### src/rtl/pipelined_control_unit.sv
// Main control for the 5-stage MIPS pipeline: ID-stage decode, ID/EX, EX/MEM and MEM/WB
// control registers, load-use stall generation and wrong-path flush on taken branches/jumps.
module pipelined_control_unit #(
    parameter int OP_W         = 6,
    parameter int REG_W        = 5,
    parameter int SUPPORT_IMM  = 1,
    parameter int SUPPORT_JUMP = 1
) (
    input  logic             clk,
    input  logic             rst_n,
    input  logic [OP_W-1:0]  Opcode,
    input  logic [REG_W-1:0] IdRs,
    input  logic [REG_W-1:0] IdRt,
    input  logic             BranchTaken,
    output logic             Stall,
    output logic             FlushIfId,
    output logic [1:0]       IdJump,
    output logic             ExRegDst,
    output logic             ExALUSrc,
    output logic [1:0]       ExALUOp,
    output logic [2:0]       ExImmOp,
    output logic [1:0]       ExBranch,
    output logic [1:0]       MemMemRead,
    output logic [1:0]       MemMemWrite,
    output logic             WbRegWrite,
    output logic             WbMemtoReg,
    output logic             IllegalOp
);

    typedef struct packed {
        logic       reg_dst;
        logic       alu_src;
        logic [1:0] alu_op;
        logic [2:0] imm_op;
        logic [1:0] branch;
        logic [1:0] mem_read;
        logic [1:0] mem_write;
        logic       reg_write;
        logic       mem_to_reg;
        logic       illegal;
    } ctrl_t;

    typedef struct packed {
        logic [1:0] mem_read;
        logic [1:0] mem_write;
        logic       reg_write;
        logic       mem_to_reg;
    } mem_ctrl_t;

    typedef struct packed {
        logic reg_write;
        logic mem_to_reg;
    } wb_ctrl_t;

    localparam logic [OP_W-1:0] OP_RTYPE = OP_W'(6'b000000);
    localparam logic [OP_W-1:0] OP_BGEZ  = OP_W'(6'b000001);
    localparam logic [OP_W-1:0] OP_J     = OP_W'(6'b000010);
    localparam logic [OP_W-1:0] OP_JAL   = OP_W'(6'b000011);
    localparam logic [OP_W-1:0] OP_BEQ   = OP_W'(6'b000100);
    localparam logic [OP_W-1:0] OP_BNE   = OP_W'(6'b000101);
    localparam logic [OP_W-1:0] OP_ADDI  = OP_W'(6'b001000);
    localparam logic [OP_W-1:0] OP_SLTI  = OP_W'(6'b001010);
    localparam logic [OP_W-1:0] OP_ANDI  = OP_W'(6'b001100);
    localparam logic [OP_W-1:0] OP_ORI   = OP_W'(6'b001101);
    localparam logic [OP_W-1:0] OP_LUI   = OP_W'(6'b001111);
    localparam logic [OP_W-1:0] OP_LB    = OP_W'(6'b100000);
    localparam logic [OP_W-1:0] OP_LH    = OP_W'(6'b100001);
    localparam logic [OP_W-1:0] OP_LW    = OP_W'(6'b100011);
    localparam logic [OP_W-1:0] OP_SB    = OP_W'(6'b101000);
    localparam logic [OP_W-1:0] OP_SH    = OP_W'(6'b101001);
    localparam logic [OP_W-1:0] OP_SW    = OP_W'(6'b101011);

    ctrl_t            id_ctrl;
    logic [1:0]       id_jump_raw;
    logic             id_reads_rt;
    logic             load_use;
    logic             bubble;

    ctrl_t            ex_d,     ex_q;
    logic [REG_W-1:0] ex_rt_d,  ex_rt_q;
    mem_ctrl_t        mem_d,    mem_q;
    wb_ctrl_t         wb_d,     wb_q;

    always_comb begin
        id_ctrl     = '0;
        id_jump_raw = 2'b00;
        id_reads_rt = 1'b0;
        case (Opcode)
            OP_RTYPE: begin
                id_ctrl.reg_dst   = 1'b1;
                id_ctrl.reg_write = 1'b1;
                id_reads_rt       = 1'b1;
            end
            OP_LW, OP_LB, OP_LH: begin
                id_ctrl.alu_src    = 1'b1;
                id_ctrl.alu_op     = 2'b01;
                id_ctrl.mem_to_reg = 1'b1;
                id_ctrl.reg_write  = 1'b1;
                id_ctrl.mem_read   = (Opcode == OP_LW) ? 2'b01 :
                                     (Opcode == OP_LB) ? 2'b10 : 2'b11;
            end
            OP_SW, OP_SB, OP_SH: begin
                id_ctrl.alu_src   = 1'b1;
                id_ctrl.alu_op    = 2'b01;
                id_ctrl.mem_write = (Opcode == OP_SW) ? 2'b01 :
                                    (Opcode == OP_SB) ? 2'b10 : 2'b11;
                id_reads_rt       = 1'b1;
            end
            OP_BEQ, OP_BNE, OP_BGEZ: begin
                id_ctrl.alu_op = 2'b01;
                id_ctrl.branch = (Opcode == OP_BEQ) ? 2'b01 :
                                 (Opcode == OP_BNE) ? 2'b10 : 2'b11;
                // bgez uses the rt field as a sub-opcode, not a source register
                id_reads_rt    = (Opcode != OP_BGEZ);
            end
            OP_ADDI, OP_ANDI, OP_ORI, OP_SLTI, OP_LUI: begin
                if (SUPPORT_IMM != 0) begin
                    id_ctrl.alu_src   = 1'b1;
                    id_ctrl.alu_op    = 2'b10;
                    id_ctrl.reg_write = 1'b1;
                    id_ctrl.imm_op    = Opcode[2:0];
                end else begin
                    id_ctrl.illegal = 1'b1;
                end
            end
            OP_J, OP_JAL: begin
                if (SUPPORT_JUMP != 0) begin
                    id_jump_raw = (Opcode == OP_J) ? 2'b01 : 2'b10;
                end else begin
                    id_ctrl.illegal = 1'b1;
                end
            end
            default: id_ctrl.illegal = 1'b1;
        endcase
    end

    // A bubble in EX has mem_read == 0, so it can never raise a second stall.
    always_comb begin
        load_use  = (ex_q.mem_read != 2'b00) && (ex_rt_q != '0) &&
                    ((ex_rt_q == IdRs) || ((ex_rt_q == IdRt) && id_reads_rt));
        Stall     = load_use && !BranchTaken;
        IdJump    = BranchTaken ? 2'b00 : id_jump_raw;
        FlushIfId = BranchTaken || (id_jump_raw != 2'b00);
        bubble    = BranchTaken || Stall;
    end

    always_comb begin
        ex_d             = bubble ? '0 : id_ctrl;
        ex_rt_d          = bubble ? '0 : IdRt;
        mem_d.mem_read   = ex_q.mem_read;
        mem_d.mem_write  = ex_q.mem_write;
        mem_d.reg_write  = ex_q.reg_write;
        mem_d.mem_to_reg = ex_q.mem_to_reg;
        wb_d.reg_write   = mem_q.reg_write;
        wb_d.mem_to_reg  = mem_q.mem_to_reg;
    end

    always_ff @(posedge clk or negedge rst_n) begin
        if (!rst_n) begin
            ex_q    <= '0;
            ex_rt_q <= '0;
            mem_q   <= '0;
            wb_q    <= '0;
        end else begin
            ex_q    <= ex_d;
            ex_rt_q <= ex_rt_d;
            mem_q   <= mem_d;
            wb_q    <= wb_d;
        end
    end

    assign ExRegDst    = ex_q.reg_dst;
    assign ExALUSrc    = ex_q.alu_src;
    assign ExALUOp     = ex_q.alu_op;
    assign ExImmOp     = ex_q.imm_op;
    assign ExBranch    = ex_q.branch;
    assign IllegalOp   = ex_q.illegal;
    assign MemMemRead  = mem_q.mem_read;
    assign MemMemWrite = mem_q.mem_write;
    assign WbRegWrite  = wb_q.reg_write;
    assign WbMemtoReg  = wb_q.mem_to_reg;

endmodule

### config.mk
export PLATFORM = sky130hd
export DESIGN_NAME = pipelined_control_unit
export DESIGN_NICKNAME = d
export VERILOG_FILES = /design/src/rtl/pipelined_control_unit.sv
export SDC_FILE = /design/constraint.sdc
export NUM_CORES = 1
export LEC_CHECK = 0
export ABC_AREA = 1
export CAP_MARGIN = 20
export CORE_MARGIN = 3
export CORE_UTILIZATION = 30
export DETAILED_ROUTE_END_ITERATION = 8
export GPL_TIMING_DRIVEN = 0
export PLACE_DENSITY_LB_ADDON = 0.3
export SETUP_SLACK_MARGIN = 0.5
export SYNTH_ARGS = -nofsm -noshare
export SYNTH_HDL_FRONTEND = slang
export SYNTH_SLANG_ARGS = --single-unit
### constraint.sdc
create_clock -name clk -period 1.55 [get_ports clk]
set_input_delay 0.155 -clock clk [delete_from_list [all_inputs] [get_ports clk]]
set_output_delay 0.155 -clock clk [all_outputs]
set_load 0.03 [all_outputs]
After elaboration in Yosys (flattened, before gate mapping)
Index checks and enable logic that the tools add are counted.
Operators by class
  muxes and demuxes: 22
  reduce and logical (&&, ||, !) cells: 22
  equality and inequality tests: 19
Operators by type and width (count)
  $eq 6x6->1 const B: 6
  $eq 6x4->1 const B: 5
  $mux 2: 9
  $reduce_or 9->1: 2
  $reduce_or 17->1: 1
  $mux 16: 1
  $eq 6x2->1 const B: 2
  $eq 6x3->1 const B: 2
  $reduce_or 11->1: 1
  $eq 5x5->1: 2
  $reduce_or 3->1: 3
  $mux 1: 8
  $eq 6x1->1 const B: 1
  $logic_not 6->1: 1
  $ne 6x1->1 const B: 1
  $mux 5: 1
  $reduce_bool 5->1: 1
  $reduce_or 5->1: 1
  $logic_and 1x1->1: 4
  $pmux 2 s2: 1
  $reduce_bool 2->1: 2
  $reduce_or 4->1: 1
  $logic_or 1x1->1: 3
  $mux 3: 1
  3 further kinds: 3
Storage, ports and cells
  output and inout bits: 20
  bits in registers: 29

Longest topological paths before layout
Gate-level depths: netlist (run 1).
  depth after elaboration: 9
  gate-level depth with buffers: 10

Least setup slack after synthesis (run 1)
No wires, ideal clock.
  path type: input to output
  from: in Opcode[5]
  to: out Stall
  arrival time: 1.269 ns
  stages on the path: 7
  buffers on the path: 0
  slack: 0.126 ns
  path through: nor2_2 -> nand3_1 -> nand3_1 -> nand3_1 -> nand2_1 -> nand2_2 -> nor2_1
Between the ends
  longest elaborated chain between the ends: 7
  elaborated cells on any way between the ends: 15
  those cells by class: eq/ne (7); mux (1); reduce/logical (7)
RTL lines
  start, declared: line 11  | input logic [OP_W-1:0] Opcode,
  $eq 6x6->1 (tied with other cells): line 88  | case (Opcode)
  $reduce_or 4->1 (no line) / $reduce_or 3->1 (equally long branches)
  $pmux 1 s2 *: line 88
  $logic_and 1x1->1 *: line 140  | ((ex_rt_q == IdRs) || ((ex_rt_q == IdRt) && id_reads_rt));
  $logic_or 1x1->1 *: line 140
  $logic_and 1x1->1 *: line 139  | load_use = (ex_q.mem_read != 2'b00) && (ex_rt_q != '0) &&
  $logic_and 1x1->1 *: line 141  | Stall = load_use && !BranchTaken;
  end, declared: line 15  | output logic Stall,
Every way passes the cells marked *; elsewhere a longest branch is shown, timed or not.

Worst setup path in the final report (run 1)
  from: reg ex_rt_q[2]
  to: out Stall
Between the ends
  longest elaborated chain between the ends: 5
  elaborated cells on any way between the ends: 8
  those cells by class: eq/ne (2); reduce/logical (6)
RTL lines
  start, declared: line 80  | logic [REG_W-1:0] ex_rt_d, ex_rt_q;
  start signal, assigned: line 166  | ex_rt_q <= ex_rt_d;
  $eq 5x5->1: line 140
  $logic_and 1x1->1: line 140
  $logic_or 1x1->1: line 140
  $logic_and 1x1->1 *: line 139
  $logic_and 1x1->1 *: line 141
Marked as above.

==> results of run 1 <==
## power by group through the flow
stage          Clock [W]  Sequential (W)  Combinational [W]
2_1_floorplan          0        0.000812           0.000126
3_3_place_gp           0        0.000801           0.000255
3_5_place_dp           0        0.000802           0.000267
4_1_cts         0.000607        0.000789           0.000304
5_1_grt         0.000637        0.000790           0.000344
6_report        0.000586        0.000788           0.000311
## sequential cells by signal, indices dropped and copies added (netlist names)
signal and cells:
WbRegWrite 1, MemMemWrite 2, ex_rt_q 5, ExALUSrc 1, ExRegDst 1, IllegalOp 1
mem_q 2, WbMemtoReg 1, ExALUOp 2, MemMemRead 2, ex_q 6, ExBranch 2
ExImmOp 3
## worst max-delay path by stage
stage | end | slack (ns) | cells past startpoint
global route | Stall | -0.16 | 7
finish | Stall | -0.03 | 8
CTS | Stall | -0.07 | 7
detailed placement | Stall | -0.92 | 9
global placement | Stall | -0.93 | 9
floorplan | ExALUSrc | 0.33 | 9
## cell type report
cell class / count / share of cell area [%]
flip-flops and latches: 29 / 32.24
multi-input cells: 109 / 27.18
repair buffers: 51 / 22.68
plain buffers: 13 / 6.504
inverters: 28 / 4.669
clock buffers: 5 / 3.057
well taps: 52 / 2.890
clock inverters: 3 / 0.7782
## layer usage
layer,wire (um),GRT usage [%],vias to the layer above,share of wire (%)
met5,0,0,-,0
met4,51,5.243,0,1.6
met3,176,4.222,7,5.5
met2,1536,21.28,37,48
met1,1461,17.83,613,45
li1,-,-,655,-
## logic make-up (layout without fill, tap and decap cells)
kind of cell | Yosys count | in the layout | share of synthesized area, %
flops | 29 | 29 | 50.17
compound gates | 5 | 5 | 2.249
buf+inv | 41 | 100 | 14.53
xor+xnor | 6 | 6 | 3.633
simple gates | 98 | 98 | 29.41
## through the flow
stage / util, % / hold slack (ns) / setup TNS [ns] / cell area [sq um]
2_1_floorplan: - / -0.1406 / 0 / 1488
3_3_place_gp: 42.92 / 0.3349 / -15.30 / 1933
3_5_place_dp: 43.53 / 0.3358 / -12.16 / 1961
4_1_cts: 49.47 / 0.1517 / -0.2069 / 2228
5_1_grt: 49.97 / 0.1416 / -2.092 / 2251
6_report: 49.97 / 0.1320 / -0.03217 / 2251
## worst reg2reg max path: stages, from the launching register on
cell and delay (ns):
dfrtp_1 0.41, xnor2_1 0.16, nand2_1 0.06, nor2_1 0.08, nand3_1 0.07, nand2_1 0.07
nand2_2 0.08, buf_4 0.14, buf_6 0.12, nand2_8 0.07, buf_6 0.13, nor2_1 0.05
## repair_timing
item / in CTS / in global routing
setup buffers: 10 / 0
resized for setup: 189 / 9
cloned: 2 / 0
setup endpoints to repair: 41 / 36
pin swaps: 8 / 2
## synthesized netlist by cell type
cell,instances
nand2_2,2
nor3_1,3
xnor2_1,2
o21ai_0,2
buf_6,2
xor2_1,4
o2111a_1,1
nand4_1,5
nand2_1,30
dfrtp_1,29
nor2_2,4
nand3_1,17
o22ai_1,1
o21ai_1,1
buf_4,11
and2_1,1
nor2_1,35
or2_2,1
inv_1,28
==> results.cfg, run 1 <==
[outcome]
status = complete, but fails checks
violations = setup timing

[finish]
seq_area_sq_um = 725.7
layout.nets = 256
multi_input_area_sq_um = 611.8
fin_cells = 290
drive_gt1_share_pct = 32.77
diodes = 0
final_cell_mix = buf_6, nor2_1, dfrtp_1
fillers = 444
final_common_cell = buf_6
syn_to_final_growth_pct = 55.62

[min_path]
min_from = Opcode[2]
min_to = ExImmOp[2]
hp-class = input port to flip-flop
min_path_cells = 3

[clocking]
ctsRootBufferMaster = clkbuf_8
cts_made_buffers = 5
cts_buffer_depth = 2
htree_levels = 2
clock-sinks = 29
ctsHoldBuffers = 0
path_clk_slew_ns = 0.06
cts_tree = done
worstSkewPairLatency_ns = 0.28

[sta]
fin_crit_sh_pct = 102.1
rsz0062_at_grt = yes
tightest_slew_ns = 0.5247
clock.fmax_mhz = 632.0
finalHoldViolations = 0
maxSlewHeadroom_pct = 64.91
fin_ws_ns = -0.03217
finalClockSkew_ns = 0.004268
fin_crit_ns = 1.582
setup_viol = 1
slew_viol_final = 0

[global_routing]
grt_max_degree = 21
grt_pass1_wl_um = 5775
overflow = 0
antenna_found_initial = 0
gr-usage-all-layers_pct = 13.66
grt_pass1_vias = 1290

[die]
fp-row-count = 24
die_area_sq_um = 5690
die_x_um = 75.44
start_util_pct = 32.11
core_sq_um = 4504
io_pins = 39
die_y_um = 75.44

[logic_synthesis]
syn_nets = 198
netlist_area_sq_um = 1446
ys_top_cells_by_area = dfrtp_1, nor2_1, nand2_1, inv_1, nand3_1
yosysTopAreaCell = dfrtp_1
synth_seq_area_share_pct = 50.17
yosysTopAreaCellShare_pct = 50.17
synthCells = 179
ys_warn_count = 0
ys_ff_latch = 29
ys_types = 19
avgSynthCellArea_sq_um = 8.080

[place]
place.gp.congestion = 0.8866
numPlacedInstances = 270
io_buffers = 38
preCtsSetupSlack_ns = -0.9202
hpwlAfterDp_um = 2238

[route]
wl_per_cell_um = 11.12
ant_nets = 0
routed_wl_um = 3225
first_pass_iters = 4
drtIter0Drc = 72
routed_via_density = 4.524
drc = 0
num_vias = 1312

[pwr]
combPwrFrac_pct = 18.4
ir_worst_vdd_uv = 274.4
power_density_nw_per_um2 = 748.5
p_leak_nw = 1.188
switching_share_pct = 27.05
p_clk_share_pct = 34.8
power.share.sequential_pct = 46.8
p_switching_w = 0.0004557
internal-power_w = 0.001229
p_total_w = 0.001685

[critical_path]
worstPathMaxFanout = 3
cp.required_ns = 1.39
critPathLaunchType = flip-flop
crit_type = flip-flop to primary output
worstSetupEndpointType = primary output
r2r-end = ExALUOp[0]
path_buf_inv = 1
r2r_slack_ns = 0
cp_common_cell = nand2_1
worst_path_dominant_cell_family = simple AND/OR/NAND/NOR gates
r2r_start = ex_rt_q[2]
worstRegToRegCells = 11
critPathLaunch = ex_rt_q[2]
cp.arrival_ns = 1.43
slowest_stage = dfrtp_1
crit_path_max_incr_delay_ns = 0.41
cp_cell_sequence = xnor2_1, nand2_1, nor2_1, nand3_1, nand2_1, nand2_2, nor2_4, buf_6

[job]
cap_violations = 0
Power figures use the tool's default switching activity.
==> run 2, diff against run 1 <==
--- a/config.mk
+++ b/config.mk
@@ -9,6 +9,7 @@
 export CAP_MARGIN = 20
 export CORE_MARGIN = 3
 export CORE_UTILIZATION = 30
+export CTS_CLUSTER_DIAMETER = 40
 export DETAILED_ROUTE_END_ITERATION = 8
 export GPL_TIMING_DRIVEN = 0
 export PLACE_DENSITY_LB_ADDON = 0.3
==> results of run 2 <==
Same layout as run 1: the final DEF is identical, and so are final timing and power.
==> run 3, diff against run 2 <==
--- a/config.mk
+++ b/config.mk
@@ -6,7 +6,7 @@
 export NUM_CORES = 1
 export LEC_CHECK = 0
 export ABC_AREA = 1
-export CAP_MARGIN = 20
+export CAP_MARGIN = 10
 export CORE_MARGIN = 3
 export CORE_UTILIZATION = 30
 export CTS_CLUSTER_DIAMETER = 40
==> run 3 against run 2 <==
Against the previous run: the flow still finishes with violations (setup timing); sequential cell count did not move; power is the same; cell area unchanged; register-to-register slack barely moved; setup slack unchanged; critical path type unchanged; highest routed layer unchanged.
==> results.cfg, run 3 (same netlist as run 1, synthesis figures left out) <==
[clocking]
path_clk_slew_ns = 0.06
worstSkewPairLatency_ns = 0.28
ctsRootBufferMaster = clkbuf_8
htree_levels = 2
clock-sinks = 29
cts_buffer_depth = 2
cts_tree = done
ctsHoldBuffers = 0
cts_made_buffers = 5

[die]
die_x_um = 75.44
io_pins = 39
die_y_um = 75.44
core_sq_um = 4504
start_util_pct = 32.11
fp-row-count = 24
die_area_sq_um = 5690

[finish]
final_common_cell = buf_6
syn_to_final_growth_pct = 55.62
largest_reg_flops = 6
final_cell_mix = buf_6, nor2_1, dfrtp_1
regMostFlops = ex_q
diodes = 0
drive_gt1_share_pct = 32.77
layout.nets = 256

[pwr]
p_leak_nw = 1.188
p_total_w = 0.001685
ir_worst_vdd_uv = 274.4
power_density_nw_per_um2 = 748.5

[critical_path]
slowest_stage = dfrtp_1
cp_cell_sequence = xnor2_1, nand2_1, nor2_1, nand3_1, nand2_1, nand2_2, nor2_4, buf_6
worst_path_dominant_cell_family = simple AND/OR/NAND/NOR gates
worstPathMaxFanout = 3
crit_type = flip-flop to primary output
crit_path_max_incr_delay_ns = 0.41
path_buf_inv = 1
worstSetupEndpointType = primary output
critPathLaunchType = flip-flop
cp_common_cell = nand2_1
cp.required_ns = 1.39
cp.arrival_ns = 1.43

[route]
wl_per_cell_um = 11.12
routed.top_layer = met4
ant_nets = 0
wl_met3_um = 176
drc = 0
m1WireLength_um = 1461
drtIter0Drc = 72
first_pass_iters = 4
num_vias = 1312
routed_wl_um = 3225
dr_wl_met2_um = 1536
routed_via_density = 4.524

[min_path]
hp-class = input port to flip-flop

[sta]
fin_crit_sh_pct = 102.1
setup_viol = 1
finalClockSkew_ns = 0.004268
fin_ws_ns = -0.03217
rsz0062_at_grt = yes
maxSlewHeadroom_pct = 64.91
tightest_slew_ns = 0.5247
slew_viol_final = 0
whs_ns = 0.1320
finalHoldViolations = 0
clock.fmax_mhz = 632.0
fin_crit_ns = 1.582

[place]
place.gp.congestion = 0.8866
io_buffers = 38
hpwlAfterDp_um = 2238

[outcome]
status = complete, but fails checks
violations = setup timing

[global_routing]
grt_pass1_vias = 1290
gr-usage-all-layers_pct = 13.66
grt_pass1_wl_um = 5775
antenna_found_initial = 0
overflow = 0
grt_max_degree = 21

[job]
cap_violations = 0
-- run 3: power by group --
part | switching, W | internal, W | total [W] | leakage (nW)
sequential | 0.0000105 | 0.000778 | 0.000788 | 0.395
combinational | 0.000168 | 0.000143 | 0.000311 | 0.749
clock | 0.000277 | 0.000308 | 0.000586 | 0.0439
-- run 3: routing by layer --
layer  global-route usage, %  vias up
met5                       0        -
met4                   5.243        0
met3                   4.222        7
met2                   21.28       37
met1                   17.83      613
li1                        -      655
-- run 3: stage by stage --
step	cells	TNS (ns)	setup WS [ns]	util, %	instance area [sq um]
2_1_floorplan	179	0	0.3341	-	1488
3_3_place_gp	269	-15.30	-0.9284	42.92	1933
3_5_place_dp	270	-12.16	-0.9202	43.53	1961
4_1_cts	290	-0.2069	-0.07307	49.47	2228
5_1_grt	290	-2.092	-0.1556	49.97	2251
6_report	290	-0.03217	-0.03217	49.97	2251
-- run 3: layout make-up --
| type | instances | area (sq um) |
|---|---|---|
| flip-flops and latches | 29 | 725.7 |
| clock inverters | 3 | 17.52 |
| well taps | 52 | 65.06 |
| fillers | 444 | 2253 |
| plain buffers | 13 | 146.4 |
| repair buffers | 51 | 510.5 |
| inverters | 28 | 105.1 |
| clock buffers | 5 | 68.82 |
| multi-input cells | 109 | 611.8 |
-- run 3: timing repair --
action | 4_1_cts | 5_1_grt
endpoints found under the setup margin | 41 | 36
cloned | 2 | 0
resized for setup | 189 | 9
pin swaps | 8 | 2
setup buffers | 10 | 0
-- run 3: path summary, 6_finish.rpt --
path	startpoint	endpoint	slack, ns	depth (start not counted)
hold reg to reg	ex_q[1]	mem_q[0]	0.34	0
hold / removal	Opcode[2]	ExImmOp[2]	0.13	3
setup / recovery	ex_rt_q[2]	Stall	-0.03	8
min in group asynchronous	rst_n	WbMemtoReg	0.22	1
setup reg to reg	ex_rt_q[2]	ExALUOp[0]	0	11
max in group asynchronous	rst_n	ex_rt_q[3]	0.85	2
-- run 3: tightest hold or removal path, cell delays in order --
cell     delay [ns]
buf_8          0.12
nand2_1        0.07
nor2_1         0.04
